## config.mk

```make
export PLATFORM = sky130hd
export DESIGN_NAME = req_encoder_4_2
export DESIGN_NICKNAME = d
export VERILOG_FILES = /design/src/rtl/req_encoder_4_2_pkg.sv /design/src/rtl/req_encoder_4_2_prio_enc_comb.sv /design/src/rtl/req_encoder_4_2.sv
export SDC_FILE = /design/constraint.sdc
export NUM_CORES = 1
export LEC_CHECK = 0
export BUFFER_PORTS_ARGS = -buffer_cell sky130_fd_sc_hd__buf_2
export CAP_MARGIN = 20
export CELL_PAD_IN_SITES_DETAIL_PLACEMENT = 0
export CELL_PAD_IN_SITES_GLOBAL_PLACEMENT = 1
export CORE_ASPECT_RATIO = 0.5
export CORE_MARGIN = 3
export CORE_UTILIZATION = 40
export CTS_CLUSTER_SIZE = 30
export DETAILED_ROUTE_END_ITERATION = 10
export MAX_ROUTING_LAYER = met4
export PLACE_DENSITY_LB_ADDON = 0.1
export SLEW_MARGIN = 20
export SYNTH_ARGS = -nofsm -noshare
export SYNTH_HDL_FRONTEND = slang
export SYNTH_SLANG_ARGS = --single-unit
```

## constraint.sdc

```tcl
create_clock -name clk -period 3.3 [get_ports clk]
set_input_delay 0.33 -clock clk [delete_from_list [all_inputs] [get_ports clk]]
set_output_delay 0.33 -clock clk [all_outputs]
set_load 0.005 [all_outputs]
```

## src/rtl/req_encoder_4_2_pkg.sv

```systemverilog
// Shared types and default sizes for the sequential request encoder.
package req_encoder_4_2_pkg;

  localparam int DEF_WIDTH = 4;
  localparam int DEF_IDX_W = 2;
  localparam int DEF_CNT_W = 8;

  typedef enum logic {
    S_IDLE = 1'b0,
    S_HOLD = 1'b1
  } state_t;

endpackage

```

## src/rtl/req_encoder_4_2_prio_enc_comb.sv

```systemverilog
// Combinational priority encoder: index of the highest set bit of vec.
module prio_enc_comb #(
  parameter int WIDTH = 4,
  parameter int IDX_W = 2
) (
  input  logic [WIDTH-1:0] vec,
  output logic [IDX_W-1:0] idx,
  output logic             any
);

  // Ascending scan so the highest set bit is the last one written.
  always_comb begin
    idx = '0;
    any = 1'b0;
    for (int i = 0; i < WIDTH; i++) begin
      if (vec[i]) begin
        idx = IDX_W'(i);
        any = 1'b1;
      end
    end
  end

endmodule

```

## src/rtl/req_encoder_4_2.sv

```systemverilog
// Sequential 4-to-2 priority encoder: latches request pulses into a pending
// set and hands them out one index per handshake, highest bit first.
//
//  state  | meaning
//  S_IDLE | no index on offer; grants highest pending bit when one exists
//  S_HOLD | index on offer (out_valid=1), waiting for out_ready
module req_encoder_4_2 import req_encoder_4_2_pkg::*; #(
  parameter int WIDTH = DEF_WIDTH,
  parameter int IDX_W = DEF_IDX_W,
  parameter int CNT_W = DEF_CNT_W
) (
  input  logic             clk,
  input  logic             rst,
  input  logic [WIDTH-1:0] in,
  output logic [IDX_W-1:0] out,
  output logic             out_valid,
  input  logic             out_ready,
  output logic             busy,
  output logic [CNT_W-1:0] served_cnt,
  output logic [CNT_W-1:0] drop_cnt
);

  state_t             state_q, state_d;
  logic [WIDTH-1:0]   pending;
  logic [WIDTH-1:0]   clr_mask;
  logic [WIDTH-1:0]   merged;
  logic [IDX_W-1:0]   grant_idx;
  logic               pending_any;
  logic               grant;
  logic               ack;
  logic [CNT_W:0]     drop_sum;

  prio_enc_comb #(
    .WIDTH(WIDTH),
    .IDX_W(IDX_W)
  ) u_prio (
    .vec(pending),
    .idx(grant_idx),
    .any(pending_any)
  );

  // Next-state logic; grant clears the chosen pending bit in the same cycle.
  always_comb begin
    state_d  = state_q;
    grant    = 1'b0;
    ack      = 1'b0;
    clr_mask = '0;
    case (state_q)
      S_IDLE: begin
        if (pending_any) begin
          grant    = 1'b1;
          clr_mask = WIDTH'(1) << grant_idx;
          state_d  = S_HOLD;
        end
      end
      S_HOLD: begin
        if (out_ready) begin
          ack     = 1'b1;
          state_d = S_IDLE;
        end
      end
      default: state_d = S_IDLE;
    endcase
  end

  // Pulses landing on an already-pending bit are merged; count them, saturating.
  always_comb begin
    merged   = in & pending & ~clr_mask;
    drop_sum = {1'b0, drop_cnt};
    for (int i = 0; i < WIDTH; i++) begin
      drop_sum = drop_sum + {{CNT_W{1'b0}}, merged[i]};
    end
  end

  // State register.
  always_ff @(posedge clk or posedge rst) begin
    if (rst) state_q <= S_IDLE;
    else     state_q <= state_d;
  end

  // Pending set: new pulses win over the clear of the bit being granted.
  always_ff @(posedge clk or posedge rst) begin
    if (rst) pending <= '0;
    else     pending <= (pending & ~clr_mask) | in;
  end

  // Output register: load on grant, drop valid on accept, otherwise hold.
  always_ff @(posedge clk or posedge rst) begin
    if (rst) begin
      out       <= '0;
      out_valid <= 1'b0;
    end else if (grant) begin
      out       <= grant_idx;
      out_valid <= 1'b1;
    end else if (ack) begin
      out_valid <= 1'b0;
    end
  end

  // Served counter wraps; drop counter sticks at all-ones.
  always_ff @(posedge clk or posedge rst) begin
    if (rst) begin
      served_cnt <= '0;
      drop_cnt   <= '0;
    end else begin
      if (ack) served_cnt <= served_cnt + CNT_W'(1);
      if (drop_sum[CNT_W]) drop_cnt <= '1;
      else                 drop_cnt <= drop_sum[CNT_W-1:0];
    end
  end

  assign busy = (|pending) | out_valid;

endmodule

```

# Word level (Yosys, flattened, before mapping)
# Cells that the tools add are included.
# word_totals
register_bits,24
inputBits,7
out_inout_bits,20
wordCells,39
# classes
addsub,5
n_shift,1
mux,18
n_bitwise,7
reduce_logical,2
# ops
operator,n
adder 9 x 1 -> 9 bit,3
bitwise AND 4 bit,3
2-to-1 mux 1 bit,12
adder 8 x 1 -> 9 bit,1
"adder 8 x 1 -> 8 bit, second input constant",1
2-to-1 mux 4 bit,2
2-to-1 mux 8 bit,1
2-to-1 mux 2 bit,2
NOT 4 bit,1
OR 4 bit,1
OR reduction 4 bit,1
"<< shifter 1 x 2 -> 4 bit, first input constant",1
one-hot mux 1 bit (2 select lines),1
nonzero test 2 bit,1
NOT 1 bit,1
OR 1 bit,1

# Depth between registers and ports, before layout
# logic_depth
ltp_word,13
ltp_mapped,11
depth_no_buf,10

# Hierarchy
# A second synthesis with hierarchy kept.
# unflattened
cells_unflattened,108
area_unflattened_um2,1157.4
# modules_own_cells
mod,instances,cells_each,area_per_inst_um2,seq_area_each_um2
req_encoder_4_2,1,104,1133.6,600.6
prio_enc_comb,1,4,23.8,0.0

# Worst setup path after synthesis
# No wires, ideal clock.
# synth_timing
path_kind,register -> register
startpoint,register pending[2]
endpoint,register drop_cnt[1]
setup_ps,71
t_arrival_ps,2843
required_time_ps,3229
setup_slack_ps,386
stages_incl_launch_ff,12
n_path_buf,1
synth_period_minus_slack_ps,2914
path_cell_list,dfrtp_1 -> buf_6 -> or4_4 -> nand3_1 -> fa_1 -> fa_1 -> inv_1 -> fa_1 -> and3_1 -> and2_4 -> nand4_1 -> nand2b_1
# synth_between
elab_chain_cells,12
word_cells_on_any_way,15
classes_between,add/sub: 4; shift: 1; mux: 7; bitwise: 3
# synth_rtl
element,line,text
from (decl),req_encoder_4_2.sv:24,logic [WIDTH-1:0] pending;
from (signal assigned),req_encoder_4_2.sv:84,else pending <= (pending & ~clr_mask) | in;
2-to-1 mux 2 bit (2 in series),req_encoder_4_2_prio_enc_comb.sv:16,if (vec[i]) begin
<< shifter 1 x 2 -> 4 bit,req_encoder_4_2.sv:52,clr_mask = WIDTH'(1) << grant_idx;
2-to-1 mux 4 bit,req_encoder_4_2.sv:50,if (pending_any) begin
2-to-1 mux 4 bit,req_encoder_4_2.sv:48,case (state_q)
NOT 4 bit,req_encoder_4_2.sv:68,merged = in & pending & ~clr_mask;
bitwise AND 4 bit (*),req_encoder_4_2.sv:68,
adder 8 x 1 -> 9 bit,req_encoder_4_2.sv:71,"drop_sum = drop_sum + {{CNT_W{1'b0}}, merged[i]};"
adder 9 x 1 -> 9 bit (2 in series),req_encoder_4_2.sv:71,
adder 9 x 1 -> 9 bit (*),req_encoder_4_2.sv:71,
2-to-1 mux 8 bit (*),req_encoder_4_2.sv:107,if (drop_sum[CNT_W]) drop_cnt <= '1;
to (signal assigned),req_encoder_4_2.sv:108,else drop_cnt <= drop_sum[CNT_W-1:0];
to (decl),req_encoder_4_2.sv:20,output logic [CNT_W-1:0] drop_cnt
# Every way passes the cells marked *; elsewhere a longest branch is shown, timed or not.
# A chain may end at the register's enable or synchronous reset.

# Worst setup path in the final report
# Ends and elaborated chain as after synthesis.

==> metrics <==
status=finished clean; row count=13; Num CTS Buffers=3; post-synthesis mux area share=0.0194; Synth Area in Adders=0.0731; filler instances=272; drt pass-1 iters=4; Avg Cell Area, Syn=11.2 sq um; DR WL/cell=12.2 microns; die area=3630 sq um; I/O pin count=27; Slew Viols, Final=0; die outline width=82.3 microns; min Tclk post-route=3.06 ns; maximum clock rate=326 MHz; crit-path max cell delay=0.53 ns; worst flop-to-flop path startpoint=pending[2]; initial core utilization=0.434; worst-path maximum fanout=8; Power Density=749 nW/um^2; Crit path top cell by count=fa_1; first-pass GRT wire length=3480 microns; Hold Buf Count CTS=0; vias in the first global route=762; P&R area growth vs syn=18.4%; largest net degree at the start of global routing=25; Root Buffer=clkbuf_8; CTS tree=built; maximum vdd drop=403 uV; Slew @ Worst Pin=0.919 ns; DP Wirelength=1540 microns; Setup crit end kind=flop; Worst-Skew Late Latency=0.26 ns; clk_skew=0.00110 ns; Synth Area in XOR/XNOR=0.0753; Post-DRT Antenna Nets=0; slowest cell on the critical path=or4_4; # clock sinks=24; cells after synthesis=104; Slew HR=0.386; final routed DRC violation total=0; total gr overflow=0; final setup fails=0; DP Area=1330 sq um; Pwr Total=1.03 mW; Hold Path Class=input port to async pin; worst slack, placed=0.188 ns; initial antenna violation count=0; Post-Layout Cell Count=169; Final WS setup=0.236 ns; Setup crit start=pending[2]; largest family of logic cells by synthesized area=simple AND/OR/NAND/NOR gates; Reg clk slew, reported paths=0.08 ns; post-synthesis register bit count=24; via count=830; share of layout cells above drive strength 1=0.288; Worst EP required=3.49 ns; crit path kind=flop to flop; Pleak=0.649 nW; fin crit share=0.928; DR iter-0 viols=8; Non-Filler Cell Area, Final=1380 sq um; total of max-cap violations=0; synthesized cell area=1160 sq um; CP arrival=3.26 ns; post-synthesis simple-gate area fraction=0.175; post-placement cell count=165; Fin. Hold Viols=0; Mapped Nets=116; ANT cells=0; Seq/Total Area, Yosys=0.516; Crit path max-delay family=simple AND/OR/NAND/NOR gates; YS warnings=0; WP buf/inv=1; number of I/O port buffers=26; CP startpoint kind=flop; GRT Util Overall=0.131; distinct cell type count after synthesis=33; Core Footprint=2680 sq um; post-synthesis compound-gate area fraction=0.0978; critical path cell sequence=or4_4 -> nand3_1 -> fa_1 -> fa_1 -> inv_1 -> fa_1 -> and3_1 -> and2_4 -> nand4_1 -> nand2b_1; Max clock buf depth=2; setup tns final=0 ns; Die H=44.1 microns; CTS H-tree depth=1; unrepaired setup endpoints after global routing=false; RePlAce Congestion=0.727; Routed Wire Length=2060 microns; Vias/cell=4.91; fin nets=146
## worst register-to-register path: stages (launching register included)
cell and delay, ns:
dfrtp_2 0.46, or4_4 0.53, nand3_1 0.13, fa_1 0.45
fa_1 0.45, inv_1 0.08, fa_1 0.19, and3_1 0.20
and2_4 0.16, nand4_1 0.22, nand2b_1 0.13
## final cells by class
cell class / instances / area, sq um / share of cell area
Sequential cell: 24 / 602 / 0.437
Multi-Input combinational cell: 70 / 513 / 0.372
Timing Repair Buffer: 29 / 153 / 0.111
Tap cell: 37 / 46.3 / 0.0336
Clock buffer: 3 / 41.3 / 0.0300
Inverter: 6 / 22.5 / 0.0163
## cells in the final DEF (no fill, tap or decap), drive strengths merged
| cell | n |
|---|---|
| and2 | 2 |
| a21oi | 3 |
| ha | 2 |
| o31ai | 1 |
| nand2b | 6 |
| o21a | 1 |
| nor2 | 5 |
| o311ai | 1 |
| xnor2 | 5 |
| nand2 | 8 |
| mux2 | 2 |
| nand4 | 4 |
| nand3 | 4 |
| o2111ai | 1 |
| and3 | 2 |
| a31oi | 1 |
| xor2 | 5 |
| o211ai | 1 |
| o21ai | 6 |
| buf | 29 |
| dfrtp | 24 |
| a21boi | 1 |
| nor4 | 1 |
| or4 | 1 |
| a21o | 2 |
| clkbuf | 3 |
| inv | 6 |
| fa | 3 |
| nor2b | 2 |
## cell families (layout without fill, tap and decap cells)
group | Yosys count | count (layout)
AND/OR/NAND/NOR | 35 | 35
flip-flops | 24 | 24
AO/OA/AOI/OAI | 18 | 18
XOR/XNOR | 10 | 10
buffers and inverters | 10 | 38
adder cells (fa/ha/maj) | 5 | 5
multiplexers | 2 | 2
## path summary, 6_finish.rpt
path                            depth (start not counted)  slack, ns            end
worst max-delay path                                   10       0.24    drop_cnt[1]
worst min-delay path                                    2       0.26    drop_cnt[7]
worst max register to register                         10       0.24    drop_cnt[1]
worst min register to register                          1       0.47  served_cnt[7]
max in group asynchronous                               2       2.42     pending[2]
min in group clk                                        2       0.26     pending[0]
## layer usage
| layer | up-vias | global-route usage | part of all wire |
|---|---|---|---|
| li1 | 411 | - | - |
| met1 | 400 | 0.166 | 0.48 |
| met2 | 19 | 0.205 | 0.45 |
| met3 | 0 | 0.0549 | 0.071 |
| met4 | 0 | 0.00993 | 0 |
| met5 | - | - | 0 |
## power breakdown
part           switching, mW  internal (mW)
sequential             0.116          0.390
combinational          0.161          0.200
clock                 0.0836         0.0814
total                  0.360          0.671
## synth_stat cells, drive strengths merged
cell	number	area, sq um
a21boi	1	7.51
a21o	2	15.0
a21oi	3	15.0
a31oi	1	6.26
and2	2	15.0
and3	2	12.5
buf	3	23.8
clkbuf	1	3.75
dfrtp	24	601
fa	3	60.1
ha	2	25.0
inv	6	22.5
mux2	2	22.5
nand2	8	30.0
nand2b	6	37.5
nand3	4	20.0
nand4	4	40.0
nor2	5	18.8
nor2b	2	12.5
nor4	1	6.26
o2111ai	1	8.76
o211ai	1	7.51
o21a	1	7.51
o21ai	6	30.0
o311ai	1	8.76
o31ai	1	7.51
or4	1	11.3
xnor2	5	43.8
xor2	5	43.8
## sequential cells by signal, summed over array words and instances (netlist names)
name	cells
out_valid	1
out	2
state_q	1
drop_cnt	8
pending	4
served_cnt	8
## per-stage QoR
step | utilization | hold WS [ns]
2_1_floorplan | - | 0.345
3_3_place_gp | 0.495 | 0.453
3_5_place_dp | 0.495 | 0.458
4_1_cts | 0.510 | 0.250
5_1_grt | 0.513 | 0.251
6_report | 0.513 | 0.260
## what timing repair did
item	in CTS	in global routing
setup buffers	0	1
hold endpoints to repair	0	0
endpoints found under the setup margin	0	1
gates resized for setup	0	1
Power figures use the tool's default switching activity.
